**src/rtl/dot_product_sched.sv**
```systemverilog
// rtl/dot_product_sched.sv - two-requester arbiter sharing one popcount(a&b) accumulate datapath
// Optional feature macro: DOTP_SCHED_JOBCNT_EN adds per-requester completed-job counters.
`timescale 1ns/1ps
module dot_product_sched #(
    parameter int ACC_W = 16
) (
    input  logic             clk,
    input  logic             reset,
    input  logic             s0_valid,
    output logic             s0_ready,
    input  logic [31:0]      s0_a,
    input  logic [31:0]      s0_b,
    input  logic             s0_last,
    input  logic             s1_valid,
    output logic             s1_ready,
    input  logic [31:0]      s1_a,
    input  logic [31:0]      s1_b,
    input  logic             s1_last,
    output logic             res_valid,
    input  logic             res_ready,
    output logic [ACC_W-1:0] res_data,
    output logic             res_id,
    output logic             res_ovf,
    output logic             busy
`ifdef DOTP_SCHED_JOBCNT_EN
    ,
    output logic [15:0]      job_cnt0,
    output logic [15:0]      job_cnt1
`endif
);

    localparam int SUM_W = ACC_W + 1;

    typedef enum logic [1:0] {IDLE, BUSY, DONE} state_t;

    state_t           state_q, state_d;
    logic             rr_q, rr_d;
    logic             owner_q, owner_d;
    logic [ACC_W-1:0] acc_q, acc_d;
    logic             ovf_q, ovf_d;

    logic             beat;
    logic             word_last;
    logic [31:0]      word_and;
    logic [5:0]       pc;
    logic [SUM_W-1:0] sum;
    logic             handshake;

    function automatic logic [5:0] popcount32(input logic [31:0] v);
        logic [5:0] c;
        c = '0;
        for (int i = 0; i < 32; i++) begin
            c = c + 6'(v[i]);
        end
        return c;
    endfunction

    // The owner's lane is muxed onto the single datapath; the other lane is never looked at in BUSY.
    always_comb begin
        word_and  = owner_q ? (s1_a & s1_b) : (s0_a & s0_b);
        word_last = owner_q ? s1_last : s0_last;
        beat      = (state_q == BUSY) && (owner_q ? s1_valid : s0_valid);
        pc        = popcount32(word_and);
        sum       = SUM_W'(acc_q) + SUM_W'(pc);
        handshake = (state_q == DONE) && res_ready;
    end

    always_ff @(posedge clk or negedge reset) begin
        if (!reset) begin
            state_q <= IDLE;
            rr_q    <= 1'b0;
            owner_q <= 1'b0;
            acc_q   <= '0;
            ovf_q   <= 1'b0;
        end else begin
            state_q <= state_d;
            rr_q    <= rr_d;
            owner_q <= owner_d;
            acc_q   <= acc_d;
            ovf_q   <= ovf_d;
        end
    end

    always_comb begin
        state_d = state_q;
        case (state_q)
            IDLE:    if (s0_valid || s1_valid) state_d = BUSY;
            BUSY:    if (beat && word_last)    state_d = DONE;
            DONE:    if (res_ready)            state_d = IDLE;
            default:                           state_d = IDLE;
        endcase
    end

    // Arbitration and accumulation; ovf stays set for the rest of the job once saturated.
    always_comb begin
        rr_d    = rr_q;
        owner_d = owner_q;
        acc_d   = acc_q;
        ovf_d   = ovf_q;
        case (state_q)
            IDLE: begin
                if (s0_valid || s1_valid) begin
                    owner_d = (s0_valid && s1_valid) ? rr_q : s1_valid;
                    acc_d   = '0;
                    ovf_d   = 1'b0;
                end
            end
            BUSY: begin
                if (beat) begin
                    if (sum[ACC_W]) begin
                        acc_d = '1;
                        ovf_d = 1'b1;
                    end else begin
                        acc_d = sum[ACC_W-1:0];
                    end
                end
            end
            DONE: begin
                if (res_ready) rr_d = ~owner_q;
            end
            default: ;
        endcase
    end

    always_comb begin
        s0_ready  = (state_q == BUSY) && !owner_q;
        s1_ready  = (state_q == BUSY) &&  owner_q;
        res_valid = (state_q == DONE);
        busy      = (state_q != IDLE);
    end

    assign res_data = acc_q;
    assign res_id   = owner_q;
    assign res_ovf  = ovf_q;

`ifdef DOTP_SCHED_JOBCNT_EN
    logic [15:0] job_cnt0_q, job_cnt0_d;
    logic [15:0] job_cnt1_q, job_cnt1_d;

    always_comb begin
        job_cnt0_d = job_cnt0_q;
        job_cnt1_d = job_cnt1_q;
        if (handshake) begin
            if (owner_q) job_cnt1_d = job_cnt1_q + 16'd1;
            else         job_cnt0_d = job_cnt0_q + 16'd1;
        end
    end

    always_ff @(posedge clk or negedge reset) begin
        if (!reset) begin
            job_cnt0_q <= '0;
            job_cnt1_q <= '0;
        end else begin
            job_cnt0_q <= job_cnt0_d;
            job_cnt1_q <= job_cnt1_d;
        end
    end

    assign job_cnt0 = job_cnt0_q;
    assign job_cnt1 = job_cnt1_q;
`else
    logic unused_handshake;
    assign unused_handshake = handshake;
`endif

endmodule

```
**config.mk**
```make
export PLATFORM = sky130hd
export DESIGN_NAME = dot_product_sched
export DESIGN_NICKNAME = d
export VERILOG_FILES = /design/src/rtl/dot_product_sched.sv
export SDC_FILE = /design/constraint.sdc
export NUM_CORES = 1
export LEC_CHECK = 0
export CAP_MARGIN = 20
export CORE_ASPECT_RATIO = 0.5
export CORE_MARGIN = 3
export CORE_UTILIZATION = 35
export DETAILED_ROUTE_END_ITERATION = 7
export PLACE_DENSITY = 0.79
export SYNTH_ARGS = -nofsm -noshare
export SYNTH_HDL_FRONTEND = slang
export SYNTH_SLANG_ARGS = --single-unit
```
**constraint.sdc**
```tcl
create_clock -name clk -period 6 [get_ports clk]
set_clock_uncertainty 0.05 [all_clocks]
set_input_delay 1.2 -clock clk [delete_from_list [all_inputs] [get_ports clk]]
set_output_delay 1.2 -clock clk [all_outputs]
set_load 0.02 [all_outputs]
```
==> results of run 1 <==
-- per-layer routing --
metal  wire length, um  share of wire [%]  vias to the layer above  GRT usage (%)
li1                  -                  -                     1409              -
met1              3680                 41                     1393           25.6
met2              4580                 52                      100           34.8
met3               484                5.5                       14           1.52
met4               130                1.5                        0           6.55
met5                 0                  0                        -              0
-- flip-flops by register name (all words and copies together) (netlist names) --
register  cells
state_q       2
rr_q          1
res_id        1
res_ovf       1
res_data     16
-- kinds of logic after synthesis --
family / Yosys count
AND/OR/NAND/NOR: 122
AO/OA/AOI/OAI: 77
adder cells (fa/ha/maj): 41
buffers and inverters: 36
flip-flops: 21
XOR/XNOR: 4
multiplexers: 2
-- critical path, stage by stage --
cell      delay [ns]
buf_2           0.11
nand2_2         0.06
nor2_2          0.05
a31oi_4         0.15
fa_1            0.47
fa_1            0.56
inv_2           0.04
fa_1            0.46
fa_1            0.54
inv_1           0.05
fa_1            0.48
fa_1            0.53
fa_2            0.22
inv_2           0.04
fa_2            0.38
a211oi_4        0.34
o211ai_4        0.15
nand4_4         0.14
o41ai_2         0.08
or2_1           0.21
-- cells in the final DEF, fill, tap and decap left out, types with 2 or more instances in the layout --
master | synthesis | layout
o21a_1 | 4 | 4
o21ai_0 | 18 | 8
a21o_1 | 3 | 3
or3_1 | 2 | 2
fa_2 | 0 | 2
dfrtp_1 | 21 | 20
o21ai_2 | 1 | 8
nand2_1 | 46 | 40
a21oi_1 | 5 | 5
ha_1 | 15 | 15
a31oi_1 | 21 | 16
o311ai_1 | 2 | 2
buf_6 | 2 | 6
nor2_4 | 0 | 2
dlygate4sd2_1 | 0 | 23
clkdlybuf4s50_1 | 0 | 100
clkbuf_16 | 0 | 3
o31ai_1 | 3 | 2
clkbuf_2 | 0 | 11
o21ai_1 | 2 | 4
buf_4 | 2 | 16
a31oi_4 | 0 | 3
inv_2 | 0 | 3
xor2_1 | 3 | 3
nand3_2 | 0 | 7
nand2_4 | 0 | 2
nor2_1 | 23 | 20
inv_1 | 24 | 21
o211ai_1 | 3 | 3
or2_1 | 3 | 3
fa_1 | 26 | 24
nand2_2 | 0 | 4
clkdlybuf4s15_1 | 0 | 9
a31oi_2 | 0 | 2
buf_2 | 0 | 7
o211ai_2 | 7 | 6
nand3_1 | 30 | 23
nor3_1 | 3 | 3
-- area by class of cell --
| type | count | share of cell area, % |
|---|---|---|
| well taps | 92 | 2.53 |
| repair buffers | 174 | 35.4 |
| inverters | 24 | 1.98 |
| multi-input cells | 246 | 46.8 |
| flip-flops and latches | 21 | 11.6 |
| clock buffers | 4 | 1.73 |
-- worst paths after layout --
kind	startpoint	to	slack, ns	cells past startpoint
max	s0_a[24]	res_data[10]	-0.16	20
min	rr_q	rr_q	0.46	2
max reg2reg	res_id	res_data[10]	0.10	19
min reg2reg	rr_q	rr_q	0.46	2
max in group asynchronous	reset	res_id	4.31	2
min in group asynchronous	reset	res_ovf	1.18	1
-- stage by stage --
stage	area [um2]	util (%)
after floorplan	2600	-
after CTS	4470	64.6
final	4550	65.8
after global placement	4320	62.5
after detailed placement	4320	62.5
after global routing	4550	65.8
-- what timing repair did --
action                     in CTS  in global routing
gates resized for setup       136                 37
pin swaps                      43                 17
hold buffers                    0                  0
setup endpoints to repair      17                 17
buffers inserted                1                  1
-- Yosys cell counts, types with 3 or more instances --
cell       n
nand2_1   46
nand3_1   30
fa_1      26
inv_1     24
nor2_1    23
a31oi_1   21
dfrtp_1   21
o21ai_0   18
ha_1      15
clkbuf_1   8
o211ai_2   7
a21oi_1    5
o21a_1     4
a21o_1     3
nor3_1     3
o211ai_1   3
o31ai_1    3
or2_1      3
xor2_1     3
==> results.py, run 1 <==
metrics = {
    "setup_path": {
        "cp-start-kind": "primary input",
        "endpoint_kind": "flip-flop",
        "cp_data_required_time_ns": 6.10,
        "worstPathArrival_ns": 6.25,
        "crit_type": "in2reg",
        "crit_fanout": 7,
    },
    "yosys": {
        "synth.area.top_cells": "dfrtp_1 20%, fa_1 20%, ha_1 7.3%",
        "syn-cell-area_um2": 2570,
        "synth_top_area_share_pct": 20.4,
        "yosysUniqueCellTypes": 49,
        "synth_top_family_by_area": "adder cells",
        "synth-async-reset-ratio_pct": 100,
        "synthXorXnorAreaFrac_pct": 1.36,
        "synth_seq_cells": 21,
        "synth_nets": 479,
        "synth-adder-area-share_pct": 27.5,
        "ys_warn_count": 0,
        "yosys_most_used_dff": "dfrtp_1",
        "syn_area_per_cell_um2": 8.50,
        "syn_inst": 303,
        "synth-compound-area-share_pct": 21.0,
        "muxShareOfSynthArea_pct": 0.923,
        "synth_top_area_cell": "dfrtp_1",
        "synth_edf_count": 0,
        "synth-simple-area-share_pct": 22.7,
        "seq_area_frac_synth_pct": 20.4,
    },
    "sta": {
        "timing.final.crit_share_pct": 103,
        "slew_headroom_pct": 64.5,
        "report.final.slew_viol_count": 0,
        "fin_tns_setup_ns": -1.88,
        "worst_slew_pin_slew_ns": 0.532,
        "setup_violations": 17,
        "holdWs_ns": 0.456,
        "fmax_mhz": 162,
        "period_minus_slack_ns": 6.16,
        "setup_slack_ns": -0.156,
        "rsz0062_at_grt": "yes",
        "final_hold_viol_count": 0,
    },
    "floorplanning": {
        "die-area_um2": 8480,
        "die_y_um": 66.7,
        "fp-row-count": 21,
        "ioPinCount": 157,
        "die_width_um": 127,
        "core_area_um2": 6910,
        "initial_utilization_pct": 37.3,
    },
    "placed_design": {
        "gp_congestion": 0.793,
        "dp.cells": 554,
        "dpl.hpwl_mm": 7.23,
        "dp_worst_setup_slack_ns": -0.781,
        "portBuffers": 156,
    },
    "run_status": {
        "status": "finished, violations left",
        "violations": "negative setup slack",
    },
    "layout": {
        "synthToLayoutAreaGrowth_pct": 76.6,
        "multi_input_area_um2": 2130,
        "diodes": 0,
        "fin_cells": 561,
        "fill_cells": 605,
        "drive_gt1_share_pct": 21.3,
        "seqCellArea_um2": 527,
        "fin_nets": 646,
    },
    "cts": {
        "clock_path_buffers": 2,
        "cts-root-buf": "clkbuf_16",
        "cts_sinks": 21,
        "clk_pin_slew_ns": 0.06,
        "cts-buffers-inserted": 3,
        "clkLatencyLatePin_ns": 0.26,
        "cts_tree": "built",
        "htree_num_levels": 1,
    },
    "routing": {
        "dr.first_iter.drc_count": 117,
        "antenna_left": 0,
        "drc": 0,
        "num_vias": 2916,
        "vias_per_cell": 5.20,
        "route.detailed.wl_per_inst_um": 15.8,
        "routed_wl_mm": 8.87,
        "firstDrtPassIters": 4,
    },
    "global_route": {
        "grt_first_pass_wirelength_mm": 13.4,
        "overflow": 0,
        "grt_max_degree": 32,
        "track_usage_pct": 19.6,
        "grt_pass1_vias": 2851,
        "grt_antenna_before_repair": 0,
    },
    "min_path": {
        "min_path_type": "reg2reg",
    },
    "job": {
        "max-cap-violations": 0,
    },
}
Power of run 1 is not shown: default switching activity piles up to over one toggle a cycle in this logic, so the estimate is an artifact.
==> inputs of run 2 (changes only) <==
- CTS_CLUSTER_DIAMETER: unset -> 30
==> results of run 2 <==
No change in the layout: final DEF, timing and power equal those of run 1.
Power of run 2 is left out for the same reason.
